`src/rtl/pipeline_2_execute_reg.sv`:
```
// rtl/pipeline_2_execute_reg.sv - read-register to execute pipeline register with forwarding and load-use stall
//
// Purpose:
//   Captures the decoded instruction fields and register-file read data
//   for the execute stage. The writeback result is forwarded into the
//   operands. A load-use hazard is handled by inserting LOAD_LAT bubbles
//   while upstream is held.
//
// Ports:
//   clk, rst              clock; asynchronous active-low reset
//   update                global advance, 0 freezes all state
//   flush                 squash the instruction entering this stage
//   control_in ..         decoded fields from the read-register stage
//   rdata_m, rdata_n      register-file read data for Rm / Rn
//   wb_we, wb_num,
//   wb_value              writeback port used for forwarding
//   control_out ..        registered fields for the execute stage
//   opA_out, opB_out      registered (forwarded) operands
//   stall_up              combinational, 1 = upstream must hold

module pipeline_2_execute_reg #(
  parameter int LOAD_LAT = 1,
  parameter int W        = 16
) (
  input  logic         clk,
  input  logic         rst,
  input  logic         update,
  input  logic         flush,
  input  logic [21:0]  control_in,
  input  logic [2:0]   num_Rm_in,
  input  logic [2:0]   num_Rn_in,
  input  logic [2:0]   num_Rd_in,
  input  logic [2:0]   used_RmRnRd_in,
  input  logic [5:0]   inst_type_in,
  input  logic [W-1:0] imm_in,
  input  logic [W-1:0] delayed_B_in,
  input  logic [2:0]   delayed_cond_in,
  input  logic [W-1:0] rdata_m,
  input  logic [W-1:0] rdata_n,
  input  logic         wb_we,
  input  logic [2:0]   wb_num,
  input  logic [W-1:0] wb_value,
  output logic [21:0]  control_out,
  output logic [2:0]   num_Rd_out,
  output logic         used_Rd_out,
  output logic [5:0]   inst_type_out,
  output logic [W-1:0] opA_out,
  output logic [W-1:0] opB_out,
  output logic [W-1:0] imm_out,
  output logic [W-1:0] delayed_B_out,
  output logic [2:0]   delayed_cond_out,
  output logic         stall_up
);

  localparam logic [2:0] CNT_INIT = 3'(LOAD_LAT - 1);
  localparam int         LOAD_BIT = 8;

  typedef enum logic {
    ST_RUN    = 1'b0,
    ST_BUBBLE = 1'b1
  } state_t;

  state_t     state;
  logic [2:0] cnt;

  logic [W-1:0] opA_next;
  logic [W-1:0] opB_next;
  logic         haz;
  logic         capture;

  // Writeback forwarding: the register file is read before writeback lands,
  // so a same-cycle write to a used source register must bypass the read.
  always_comb begin
    opA_next = rdata_m;
    opB_next = rdata_n;
    if (wb_we && (wb_num == num_Rm_in) && used_RmRnRd_in[2]) opA_next = wb_value;
    if (wb_we && (wb_num == num_Rn_in) && used_RmRnRd_in[1]) opB_next = wb_value;
  end

  // A load sitting in this stage whose destination is read by the incoming
  // instruction. Bubbles carry control 0, so chained loads never re-trigger.
  always_comb begin
    haz = control_out[LOAD_BIT] && used_Rd_out &&
          ((used_RmRnRd_in[2] && (num_Rm_in == num_Rd_out)) ||
           (used_RmRnRd_in[1] && (num_Rn_in == num_Rd_out)));
  end

  always_comb begin
    capture  = (state == ST_RUN) && !haz && !flush;
    stall_up = update && !flush && (((state == ST_RUN) && haz) || (state == ST_BUBBLE));
  end

  // Datapath registers: real instruction on capture, all-zero bubble otherwise.
  always_ff @(posedge clk or negedge rst) begin
    if (!rst) begin
      control_out      <= '0;
      num_Rd_out       <= '0;
      used_Rd_out      <= 1'b0;
      inst_type_out    <= '0;
      opA_out          <= '0;
      opB_out          <= '0;
      imm_out          <= '0;
      delayed_B_out    <= '0;
      delayed_cond_out <= '0;
    end else if (update) begin
      if (capture) begin
        control_out      <= control_in;
        num_Rd_out       <= num_Rd_in;
        used_Rd_out      <= used_RmRnRd_in[0];
        inst_type_out    <= inst_type_in;
        opA_out          <= opA_next;
        opB_out          <= opB_next;
        imm_out          <= imm_in;
        delayed_B_out    <= delayed_B_in;
        delayed_cond_out <= delayed_cond_in;
      end else begin
        control_out      <= '0;
        num_Rd_out       <= '0;
        used_Rd_out      <= 1'b0;
        inst_type_out    <= '0;
        opA_out          <= '0;
        opB_out          <= '0;
        imm_out          <= '0;
        delayed_B_out    <= '0;
        delayed_cond_out <= '0;
      end
    end
  end

  // Bubble sequencer. The hazard cycle itself produces the first bubble,
  // so BUBBLE covers the remaining LOAD_LAT-1 and exits as cnt reaches 0.
  always_ff @(posedge clk or negedge rst) begin
    if (!rst) begin
      state <= ST_RUN;
      cnt   <= '0;
    end else if (update) begin
      if (flush) begin
        state <= ST_RUN;
        cnt   <= '0;
      end else begin
        case (state)
          ST_RUN: begin
            if (haz) begin
              cnt   <= CNT_INIT;
              state <= (LOAD_LAT > 1) ? ST_BUBBLE : ST_RUN;
            end
          end
          ST_BUBBLE: begin
            if (cnt != 3'd0) cnt <= cnt - 3'd1;
            if (cnt <= 3'd1) state <= ST_RUN;
          end
          default: begin
            state <= ST_RUN;
            cnt   <= '0;
          end
        endcase
      end
    end
  end

endmodule
```
`config.mk`:
```
export PLATFORM = sky130hd
export DESIGN_NAME = pipeline_2_execute_reg
export DESIGN_NICKNAME = d
export VERILOG_FILES = /design/src/rtl/pipeline_2_execute_reg.sv
export SDC_FILE = /design/constraint.sdc
export NUM_CORES = 1
export LEC_CHECK = 0
export ABC_AREA = 1
export CAP_MARGIN = 20
export CORE_ASPECT_RATIO = 1.5
export CORE_MARGIN = 5
export CORE_UTILIZATION = 30
export CTS_BUF_LIST = sky130_fd_sc_hd__clkbuf_8
export CTS_CLUSTER_SIZE = 16
export DETAILED_ROUTE_END_ITERATION = 8
export SYNTH_ARGS = -nofsm -noshare
export SYNTH_HDL_FRONTEND = slang
export SYNTH_SLANG_ARGS = --single-unit
```
`constraint.sdc`:
```
create_clock -name clk -period 1.92 [get_ports clk]
set_input_delay 0.192 -clock clk [delete_from_list [all_inputs] [get_ports clk]]
set_output_delay 0.192 -clock clk [all_outputs]
set_load 0.005 [all_outputs]
```
Yosys cells after proc, flatten, opt, wreduce, memory -nomap -nowiden
Cells that the tools add are included.
{ "totals": {"regBits": 103, "inputBits": 131, "output_inout_bits": 100, "elab_cells": 57} }
{ "classes": {"add_sub_neg": 1, "n_lt_le_gt_ge": 1, "n_eq_ne": 6, "n_mux": 18, "bitwise": 1, "n_reduce_logical": 19} }
{ "op_table": {"columns": ["cell", "count"], "rows": [
  ["16-bit two-way mux", 6],
  ["22-bit two-way mux", 1],
  ["3-bit two-way mux", 5],
  ["1-bit logical AND", 13],
  ["3-bit == test", 4],
  ["6-bit two-way mux", 1],
  ["3-bit case mux with 2 select lines", 1],
  ["3-bit by 1-bit <= comparator with 1-bit output (second input constant)", 1],
  ["1-bit two-way mux", 3],
  ["3-bit by 2-bit inequality test with 1-bit output (second input constant)", 1],
  ["3-bit inequality test (second input constant)", 1],
  ["3-bit AND reduction", 1],
  ["3-bit nonzero test", 1],
  ["3-bit by 1-bit subtractor with 3-bit output (second input constant)", 1],
  ["1-bit zero test", 2],
  ["1-bit logical OR", 2],
  ["1-bit case mux with 2 select lines", 1],
  ["1-bit NOT", 1]
]} }

Logic depth before layout (Yosys ltp)
Gate-level depths: netlist (run 1).
{ "depth": {"depth_word": 8, "depth_mapped": 11, "mapped_depth_nobuf": 11} }

Worst setup path before layout (run 1)
OpenSTA, ideal clock, no wires.
{ "synth_timing": {"kind": "register to output", "startpoint": "register num_Rd_out[0]", "endpoint": "output port stall_up", "t_arrival_ns": 1.193, "required_ns": 1.728, "slack_ns": 0.535, "stages_incl_launch_ff": 10, "path_buffers": 1, "path_cell_list": "dfrtp_1 > inv_2 > nand2_1 > nand2_1 > nor2_1 > nand2_1 > nand2_1 > a21oi_2 > buf_2 > nor3_1"} }
{ "synth_via": {"elab_chain_cells": 7, "elab_cells_between_ends": 9, "cone_classes": "eq/ne: 2; reduce/logical: 7"} }
{ "synth_lines": {"columns": ["item", "line_no", "text"], "rows": [
  ["start: declaration", "44", "output logic [2:0] num_Rd_out,"],
  ["start signal: assignment", "108", "num_Rd_out <= num_Rd_in;"],
  ["3-bit == test (on tied branches)", "84, 85", null],
  ["1-bit logical AND (on tied branches)", "84, 85", null],
  ["1-bit logical OR *", "84", "((used_RmRnRd_in[2] && (num_Rm_in == num_Rd_out)) ||"],
  ["1-bit logical AND *", "83", "haz = control_out[LOAD_BIT] && used_Rd_out &&"],
  ["1-bit logical AND *", "90", "stall_up = update && !flush && (((state == ST_RUN) && haz) || (state == ST_BUBBLE));"],
  ["1-bit logical OR *", "90", null],
  ["1-bit logical AND *", "90", null],
  ["end: declaration", "52", "output logic stall_up"]
]} }
Mark *: on every way between the ends. The rest lies on a longest branch, timed or not.

Worst setup path in the final report (run 1)
{ "layout_timing": {"startpoint": "register num_Rd_out[2]", "endpoint": "output port stall_up"} }
The elaborated chain is that of the path after synthesis.

==> results of run 1 <==
## synth_stat cells, types with 3 or more instances
cell | number | share of area, %
dfrtp_1 | 103 | 53
nor2_1 | 11 | 0.86
o22ai_1 | 4 | 0.52
o21ai_0 | 60 | 6.2
clkbuf_1 | 16 | 1.2
nand3_1 | 68 | 7.1
nand2_1 | 286 | 22
inv_1 | 14 | 1.1
buf_2 | 14 | 1.5
o21ai_1 | 6 | 0.62
ha_1 | 3 | 0.78
nand2_2 | 5 | 0.65
inv_2 | 3 | 0.23
buf_4 | 4 | 0.62
## kinds of logic (layout without fill, tap and decap cells)
family                   count (synthesis)  count (layout)  share of synthesized area, %
XOR/XNOR                                 3               3                         0.544
AO/OA/AOI/OAI                           76              76                          8.27
AND/OR/NAND/NOR                        376             376                          31.8
adder cells (fa/ha/maj)                  3               3                         0.778
flip-flops                             103             103                          53.4
buffers and inverters                   54             284                          5.18
## layout make-up
type	count	area, um2	share of cell area [%]
clock buffers	9	124	1.62
clock inverters	5	83.8	1.10
inverters	17	65.1	0.853
multi-input cells	458	2010	26.4
flip-flops and latches	103	2580	33.8
well taps	203	254	3.33
repair buffers	253	2510	33.0
## registers in the layout, indices dropped and copies added, names as in the netlist
| name | count |
|---|---|
| cnt | 3 |
| control_out | 22 |
| delayed_B_out | 16 |
| delayed_cond_out | 3 |
| imm_out | 16 |
| inst_type_out | 6 |
| num_Rd_out | 3 |
| opA_out | 16 |
| opB_out | 16 |
| state | 1 |
| used_Rd_out | 1 |
## where the power goes
| part | switching [W] | internal (W) | leakage, nW | total [W] |
|---|---|---|---|---|
| logic | 0.000489 | 0.000681 | 2.10 | 0.00117 |
| registers | 0.000104 | 0.00234 | 1.35 | 0.00244 |
| clock network | 0.000741 | 0.000725 | 0.0978 | 0.00147 |
| total | 0.00133 | 0.00375 | 3.55 | 0.00508 |
## timing repair
action / CTS / global route
endpoints found under the setup margin: 1 / 1
buffers inserted: 0 / 0
pin swaps: 0 / 1
gates resized for setup: 4 / 3
endpoints found under the hold margin: 29 / 0
hold buffers: 1 / 0
## routing by layer
layer	GRT usage [%]	vias up	wire length, um	share of wire (%)
li1	-	2414	-	-
met1	20.5	2302	6510	40
met2	29.9	207	8050	49
met3	5.32	26	1360	8.4
met4	5.25	0	352	2.2
met5	0	-	0	0
## worst max-delay path by stage
stage | start | end | depth (start not counted)
floorplan | num_Rd_out[0] | stall_up | 9
global placement | num_Rm_in[1] | stall_up | 10
detailed placement | num_Rm_in[2] | stall_up | 10
CTS | num_Rd_out[0] | stall_up | 9
global route | num_Rd_out[0] | stall_up | 9
finish | num_Rd_out[2] | stall_up | 8
## stage by stage
stage / setup slack (ps) / utilization, % / TNS (ps) / instance area (um2)
after floorplan: 535 / - / 0 / 4830
final: 160 / 48.4 / 0 / 7630
after global routing: -12.3 / 48.4 / -12.3 / 7630
after global placement: -168 / 47.0 / -168 / 7410
after CTS: 22.5 / 48.4 / 0 / 7630
after detailed placement: -196 / 47.0 / -196 / 7410
## tightest hold or removal path, stage by stage
cell and delay [ps]:
buf_2 130, clkinv_2 130, nand2_1 60, o21ai_0 60
==> metrics.md, run 1 <==
| Metric | Value |
|---|---|
| Status | finished clean |
| Vias in the first global route | 5,199 |
| Routed WL | 16,300 um |
| Initial antenna violation count | 0 |
| Fmax | 0.568 GHz |
| Post-synth EDFFs | 0 |
| Synth Instances | 615 |
| Hold Crit Depth | 4 |
| Final setup viols | 0 |
| Clk_lat worst skew | 370 ps |
| Worst vdd ir | 0.000322 V |
| Maximum fanout along the worst path | 5 |
| Global-route wire length before repair | 26,300 um |
| Final antenna-violating net count | 0 |
| Yosys warns | 0 |
| Mapped Avg Cell Area | 7.85 um2 |
| CTS tree | built |
| Post-Syn Nets | 749 |
| Die Wd | 114 um |
| Worst path required time | 1730 ps |
| # DRC | 0 |
| Hold_sp | update |
| Final #Nets | 976 |
| Port buffer count | 230 |
| H-Tree Depth | 3 |
| Max-cap violations | 0 |
| DP Wirelength | 12,200 um |
| Clock skew | 14.6 ps |
| Routability cong. | 0.871 |
| Number of CTS-inserted buffers | 9 |
| Crit-path cells | nand2_1 -> nand2_1 -> nor2_2 -> nand2_1 -> nand2_2 -> a21oi_2 -> nor3_2 -> buf_2 |
| Power Dens Cells | 666 nW/um2 |
| Reg2reg setup slack | 270 ps |
| Die area | 18,800 um2 |
| Startpoint types | flop |
| Core Area | 15,800 um2 |
| ANT cells | 0 |
| Commonest cells after routing, fill and taps aside | 285 x nand2_1, 227 x clkdlybuf4s50_1, 103 x dfrtp_1, 68 x nand3_1, 60 x o21ai_0 |
| Hold Fails Final Rpt | 0 |
| Power Total | 0.00508 W |
| Fill count | 1,549 |
| CP endpoint kind | output pin |
| Critical Path AT | 1570 ps |
| Wire length per cell | 15.5 um |
| Leakage | 3.55 nW |
| CTS clk-pin slew, worst paths | 90 ps |
| Synth Flop Type | dfrtp_1 |
| IO Count | 231 |
| Chip height | 165 um |
| Period utilisation layout | 91.7% |
| Clk root buf | clkbuf_8 |
| Total grt overflow | 0 |
| Hold Crit Endpoint | imm_out[8] |
| FFs w/ async S/R, synth | 100% |
| Sequential area share after synthesis | 53.4% |
| Most common cell after layout, fill and taps aside | nand2_1 |
| Minimum clock period | 1760 ps |
| Hold crit path type | in -> reg |
| Placed cells | 1,033 |
| Hold_ws | 251 ps |
| CTS Buffer Depth | 2 |
| Crit path largest cell delay | 450 ps |
| Detailed router's first-iteration violation count | 363 |
| Row cnt | 56 |
| Largest net degree at the start of global routing | 72 |
| R2R Path Start | num_Rd_out[0] |
| Measured slew at the worst slew-check pin | 717 ps |
| Reg-to-reg endpoint | opB_out[5] |
| Worst rel slew slack | 52.2% |
| Critical path class | reg -> out |
| CP dominant cell by count | nand2_1 |
| CP top delay family | simple AND/OR/NAND/NOR gates |
| Worst R2R Path Depth | 10 |
| CP bufs+invs | 1 |
| Initial core utilization | 30.6% |
| Synthesis-to-layout area growth | 58.1% |
| Post-Syn Area | 4830 um2 |
| Clock sinks | 103 |
| Vias per cell | 4.72 |
| Total number of vias | 4,949 |
| Number of synthesized register bits | 103 |
| Layout cells sized above 1 | 6.86% |
| GRT Util Overall | 17.3% |
| Drt first pass iters | 4 |
| CP max stage cell | dfrtp_1 |
| Finished Layout Cells | 1,048 |
| Unique masters post-synth | 27 |
| Pins Over Slew Limit | 0 |
Power figures use the tool's default switching activity.
==> inputs of run 2 (changes only) <==
TNS_END_PERCENT = 10   (was not set)
==> results of run 2 <==
Same layout as run 1: the final DEF is identical, and so are final timing and power.
==> inputs of run 3 (changes only) <==
CTS_CLUSTER_DIAMETER = 40   (was not set)
==> results of run 3 <==
Same layout as run 1: the final DEF is identical, and so are final timing and power.
